--- config.mk ---
export PLATFORM = sky130hd
export DESIGN_NAME = alu_cc_stage
export DESIGN_NICKNAME = d
export VERILOG_FILES = /design/src/rtl/alu_cc_stage.sv
export SDC_FILE = /design/constraint.sdc
export NUM_CORES = 1
export LEC_CHECK = 0
export CAP_MARGIN = 25
export CORE_UTILIZATION = 42
export DETAILED_ROUTE_END_ITERATION = 8
export PLACE_DENSITY = 0.94
export SLEW_MARGIN = 25
export SYNTH_ARGS = -nofsm -noshare
export SYNTH_HDL_FRONTEND = slang
export SYNTH_SLANG_ARGS = --single-unit
--- constraint.sdc ---
create_clock -name clk -period 6.05 [get_ports clk]
set_input_delay 1.21 -clock clk [delete_from_list [all_inputs] [get_ports clk]]
set_output_delay 1.21 -clock clk [all_outputs]
set_load 0.03 [all_outputs]
--- src/rtl/alu_cc_stage.sv ---
// alu_cc_stage: one-deep registered ALU result stage with Y86 condition codes and Cnd evaluation.
// Define ALU_CC_FWD_EN to evaluate Cnd from the flags being written by the same Set_CC transfer.
module alu_cc_stage (
  input  logic        clk,
  input  logic        rst,
  input  logic        In_valid,
  output logic        In_ready,
  input  logic [63:0] ALU_Out,
  input  logic        Overflow,
  input  logic [3:0]  ifun,
  input  logic        Set_CC,
  input  logic [3:0]  cond_fn,
  output logic        Out_valid,
  input  logic        Out_ready,
  output logic [63:0] Val_E,
  output logic        Cnd,
  output logic        ZF,
  output logic        SF,
  output logic        OF
);
  logic        out_valid_q, out_valid_d;
  logic [63:0] val_q, val_d;
  logic        cnd_q, cnd_d;
  logic        zf_q, zf_d, sf_q, sf_d, of_q, of_d;
  logic        xfer, new_zf, new_sf, new_of, cz, cs, co, cnd_calc;
  assign In_ready  = !out_valid_q || Out_ready;
  assign Out_valid = out_valid_q;
  assign Val_E     = val_q;
  assign Cnd       = cnd_q;
  assign ZF        = zf_q;
  assign SF        = sf_q;
  assign OF        = of_q;
  always_comb begin
    xfer   = In_valid && In_ready;
    new_zf = ALU_Out == 64'd0;
    new_sf = ALU_Out[63];
    new_of = (ifun == 4'd0 || ifun == 4'd1) && Overflow;
`ifdef ALU_CC_FWD_EN
    cz = Set_CC ? new_zf : zf_q;
    cs = Set_CC ? new_sf : sf_q;
    co = Set_CC ? new_of : of_q;
`else
    cz = zf_q;
    cs = sf_q;
    co = of_q;
`endif
    cnd_calc = 1'b0;
    case (cond_fn)
      4'd0: cnd_calc = 1'b1;
      4'd1: cnd_calc = (cs ^ co) | cz;
      4'd2: cnd_calc = cs ^ co;
      4'd3: cnd_calc = cz;
      4'd4: cnd_calc = !cz;
      4'd5: cnd_calc = !(cs ^ co);
      4'd6: cnd_calc = !(cs ^ co) && !cz;
      default: cnd_calc = 1'b0;
    endcase
    out_valid_d = xfer ? 1'b1 : (Out_ready ? 1'b0 : out_valid_q);
    val_d       = xfer ? ALU_Out : val_q;
    cnd_d       = xfer ? cnd_calc : cnd_q;
    zf_d        = (xfer && Set_CC) ? new_zf : zf_q;
    sf_d        = (xfer && Set_CC) ? new_sf : sf_q;
    of_d        = (xfer && Set_CC) ? new_of : of_q;
  end
  always_ff @(posedge clk or posedge rst) begin
    if (rst) begin
      out_valid_q <= 1'b0;
      val_q       <= 64'd0;
      cnd_q       <= 1'b0;
      zf_q        <= 1'b1;
      sf_q        <= 1'b0;
      of_q        <= 1'b0;
    end else begin
      out_valid_q <= out_valid_d;
      val_q       <= val_d;
      cnd_q       <= cnd_d;
      zf_q        <= zf_d;
      sf_q        <= sf_d;
      of_q        <= of_d;
    end
  end
endmodule

Yosys cells after proc, flatten, opt, wreduce, memory -nomap -nowiden:

Index checks and enable logic that the tools add are counted.

* register bits after elaboration: 69
* input bits: 78
* logic and storage cells: 31
* output and inout bits: 70

* eq/ne operators: 7
* bitwise operators: 2
* mux-type cells: 3
* reductions and logical operators: 13

Operators by type and width (number)
* 64-bit zero test: 1
* 4-bit by 3-bit == test with 1-bit output (second input constant): 3
* 4-bit by 1-bit == test with 1-bit output (second input constant): 2
* 4-bit by 2-bit == test with 1-bit output (second input constant): 2
* 4-bit zero test: 2
* 1-bit case mux with 7 select lines: 1
* 1-bit logical AND: 4
* 1-bit zero test: 3
* 1-bit logical OR: 2
* 1-bit 2-to-1 mux: 2
* 2-bit nonzero test: 1
* 1-bit OR: 1
* 1-bit bitwise XOR: 1

Depth between registers and ports, before layout:

* depth in word-level cells: 4
* gate-level depth with buffers: 6
* mapped depth without buffers: 4

Least setup slack after synthesis:

No wires, ideal clock.

* path kind: input-to-output
* start: input Out_ready
* end: output In_ready
* data required time: 4.840 ns
* cell stages on the path: 1
* data arrival time: 1.526 ns
* path buffers: 0
* slack: 3.314 ns
* path through: nand2b_1

* cells in the longest elaborated chain, start to end: 1

Ends and longest elaborated chain
* from (decl): line 14 `input logic Out_ready,`
* 1-bit logical OR: line 26 `assign In_ready = !out_valid_q || Out_ready;`
* to (decl): line 7 `output logic In_ready,`

Every way passes these cells.

Worst setup path in the final report:

Ends and elaborated chain as after synthesis.

==> run summary <==
status: finished clean
CTS root buf: clkbuf_8
Pwr Density: 327 mW/mm^2
gr usage total: 21.3%
syn nets: 262
worst reg2reg endpoint: Val_E[23]
Worst VDD drop: 0.223 mV
Mapped Area: 0.00277 sq mm
cell taking the most area after synthesis: dfrtp_1
hold worst-path end: ZF
chip height: 83.2 um
Least-Margin Pin Slew: 0.860 ns
Core Footprint: 0.00635 sq mm
Layout Area Growth over Synthesis: 65.0%
port bufs: 146
Worst Path Required: 4.84 ns
max cap viols: 0
global-route wire length before repair: 11.5 mm
Synth area leaders: dfrtp_1, mux2_2, nor4_1, buf_4, dfstp_2
f_max: 0.265 GHz
die area: 0.00693 sq mm
drt first pass iters: 4
CTS Buffer Depth: 2
post-CTS sizing: 0
share of cells above drive strength 1: 25.8%
DRC: 0
final max-slew violation count: 0
post-synthesis cell type count: 23
Post-DP Area: 0.00430 sq mm
largest net degree at the start of global routing: 70
via count: 2122
hold path cells: 2
sw frac: 28.5%
detailed placement HPWL: 5.27 mm
RD Place Congestion: 0.749
number of global-route vias before repair: 2356
Die X-Extent: 83.2 um
CTS tree: done
CP Launch Type: primary input
ys flop type: dfrtp_1
design area: 0.00457 sq mm
Int Power: 1.07 mW
Clock power frac: 33.2%
critical path peak fanout: 4
class of the tightest hold or removal check: reg2reg
worst r2r src: Out_valid
Final Hold Viols: 0
Rows: 29
Worst Setup End Kind: output pin
clock period minus worst slack: 3.77 ns
Fin Setup TNS: 0 ns
sequential fraction of the synthesis area: 62.3%
# hold bufs at CTS: 0
Pleak: 1.85 nW
Logic pwr share: 29.3%
# nets final: 414
depth of the most critical reg-to-reg path: 4
max_slew headroom: 42.7%
NetSw: 0.427 mW
Post-CTS Setup Inserts: 0
DR vias/cell: 5.08
r2r setup slk: 3.93 ns
Hold Path Origin: ZF
Post-Syn Instances: 184
Post-synth EDFFs: 0
Post-synth ARST share: 100%
clk sinks: 69
CTS HTree Levels: 3
RSZ-0062 raised after global routing: false
FF+latch count, synth: 69
final setup fails: 0
initial antenna violation count: 0
GRT overflow: 0
share of total power in sequential cells: 37.5%
CTS Buf Count: 9
Synth warnings: 0
Clock Skew: 0.00728 ns
worst path arrival time: 2.56 ns
First DRT Iteration DRCs: 65
starting density of the core: 43.6%
Synth top area share: 61.4%
final wirelength: 6.92 mm
Design Power: 1.50 mW
synthesized area per cell: 15.1 sq um
Clk Latency, worst-skew pair: 0.33 ns
number of diodes: 0
wire per inst: 16.5 um
I/O pin total: 148
antenna-violating nets left: 0
fin crit share: 62.4%
Setup CP Type: in2out
clock transition at the registers of the reported paths: 0.07 ns
==> worst max-delay path: stages <==
cell             delay (ns)
clkdlybuf4s50_1        0.46
nand2b_1               0.18
clkdlybuf4s50_1        0.71
==> sequential cells by signal (all words and copies together) (netlist names) <==
register   count
Cnd            1
SF             1
Out_valid      1
ZF             1
OF             1
Val_E         64
==> metrics by stage <==
step	hold WS, ns	instances	setup WS, ns	util [%]
3_5_place_dp	0.489	402	2.27	67.7
2_1_floorplan	0.540	184	3.10	-
6_report	0.496	418	2.28	72.0
3_3_place_gp	0.471	402	2.33	67.7
4_1_cts	0.500	418	2.28	72.0
5_1_grt	0.518	418	2.23	72.0
==> worst max path at each step <==
| stage | from | depth (start not counted) | endpoint |
|---|---|---|---|
| 5_1_grt | Out_ready | 3 | In_ready |
| 4_1_cts | Out_ready | 3 | In_ready |
| 2_1_floorplan | rst | 1 | Cnd |
| 3_3_place_gp | Out_ready | 3 | In_ready |
| 3_5_place_dp | Out_ready | 3 | In_ready |
| 6_report | Out_ready | 3 | In_ready |
==> power groups by stage <==
stage / clock [mW] / sequential [mW] / combinational (mW)
final: 0.496 / 0.561 / 0.439
after global routing: 0.523 / 0.569 / 0.459
after floorplan: 0 / 0.702 / 0.0929
after detailed placement: 0 / 0.570 / 0.441
after CTS: 0.506 / 0.561 / 0.443
after global placement: 0 / 0.564 / 0.434
==> cell usage after synthesis, types with 2 or more instances <==
| cell type | number |
|---|---|
| buf_2 | 3 |
| mux2_2 | 65 |
| buf_4 | 4 |
| nand4_1 | 4 |
| o21ai_0 | 2 |
| nand2_1 | 5 |
| nand2b_1 | 3 |
| inv_1 | 2 |
| nor4_1 | 15 |
| dfrtp_1 | 68 |
==> cell usage in the layout (no fill, tap or decap), types with 2 or more instances in the layout <==
cell type	count
buf_4	2
bufinv_16	4
clkbuf_8	10
clkdlybuf4s50_1	146
dfrtp_1	68
mux2_2	65
nand2_1	4
nand2b_1	3
nand4_1	4
nor4_1	15
o21ai_0	2
==> final cells by class <==
class / instances / area [sq um]
well taps: 77 / 96.3
repair buffers: 148 / 1480
clock inverters: 6 / 134
multi-input cells: 106 / 993
flip-flops and latches: 69 / 1730
fillers: 463 / 1780
clock buffers: 10 / 138
inverters: 2 / 7.51
==> layer usage <==
metal  routed length (um)  track usage (%)
met5                    0                0
met4                  188             10.5
met3                  456             5.86
met2                 3550             35.7
met1                 2720             25.1
==> cell families (layout without fill, tap and decap cells) <==
family	after synthesis	after routing	share of synthesized area (%)
buf+inv	9	166	1.90
simple gates	32	32	7.09
flops	69	69	62.3
mux	65	65	26.4
compound gates	8	8	1.94
xor+xnor	1	1	0.316
(Power assumes the default switching activity.)
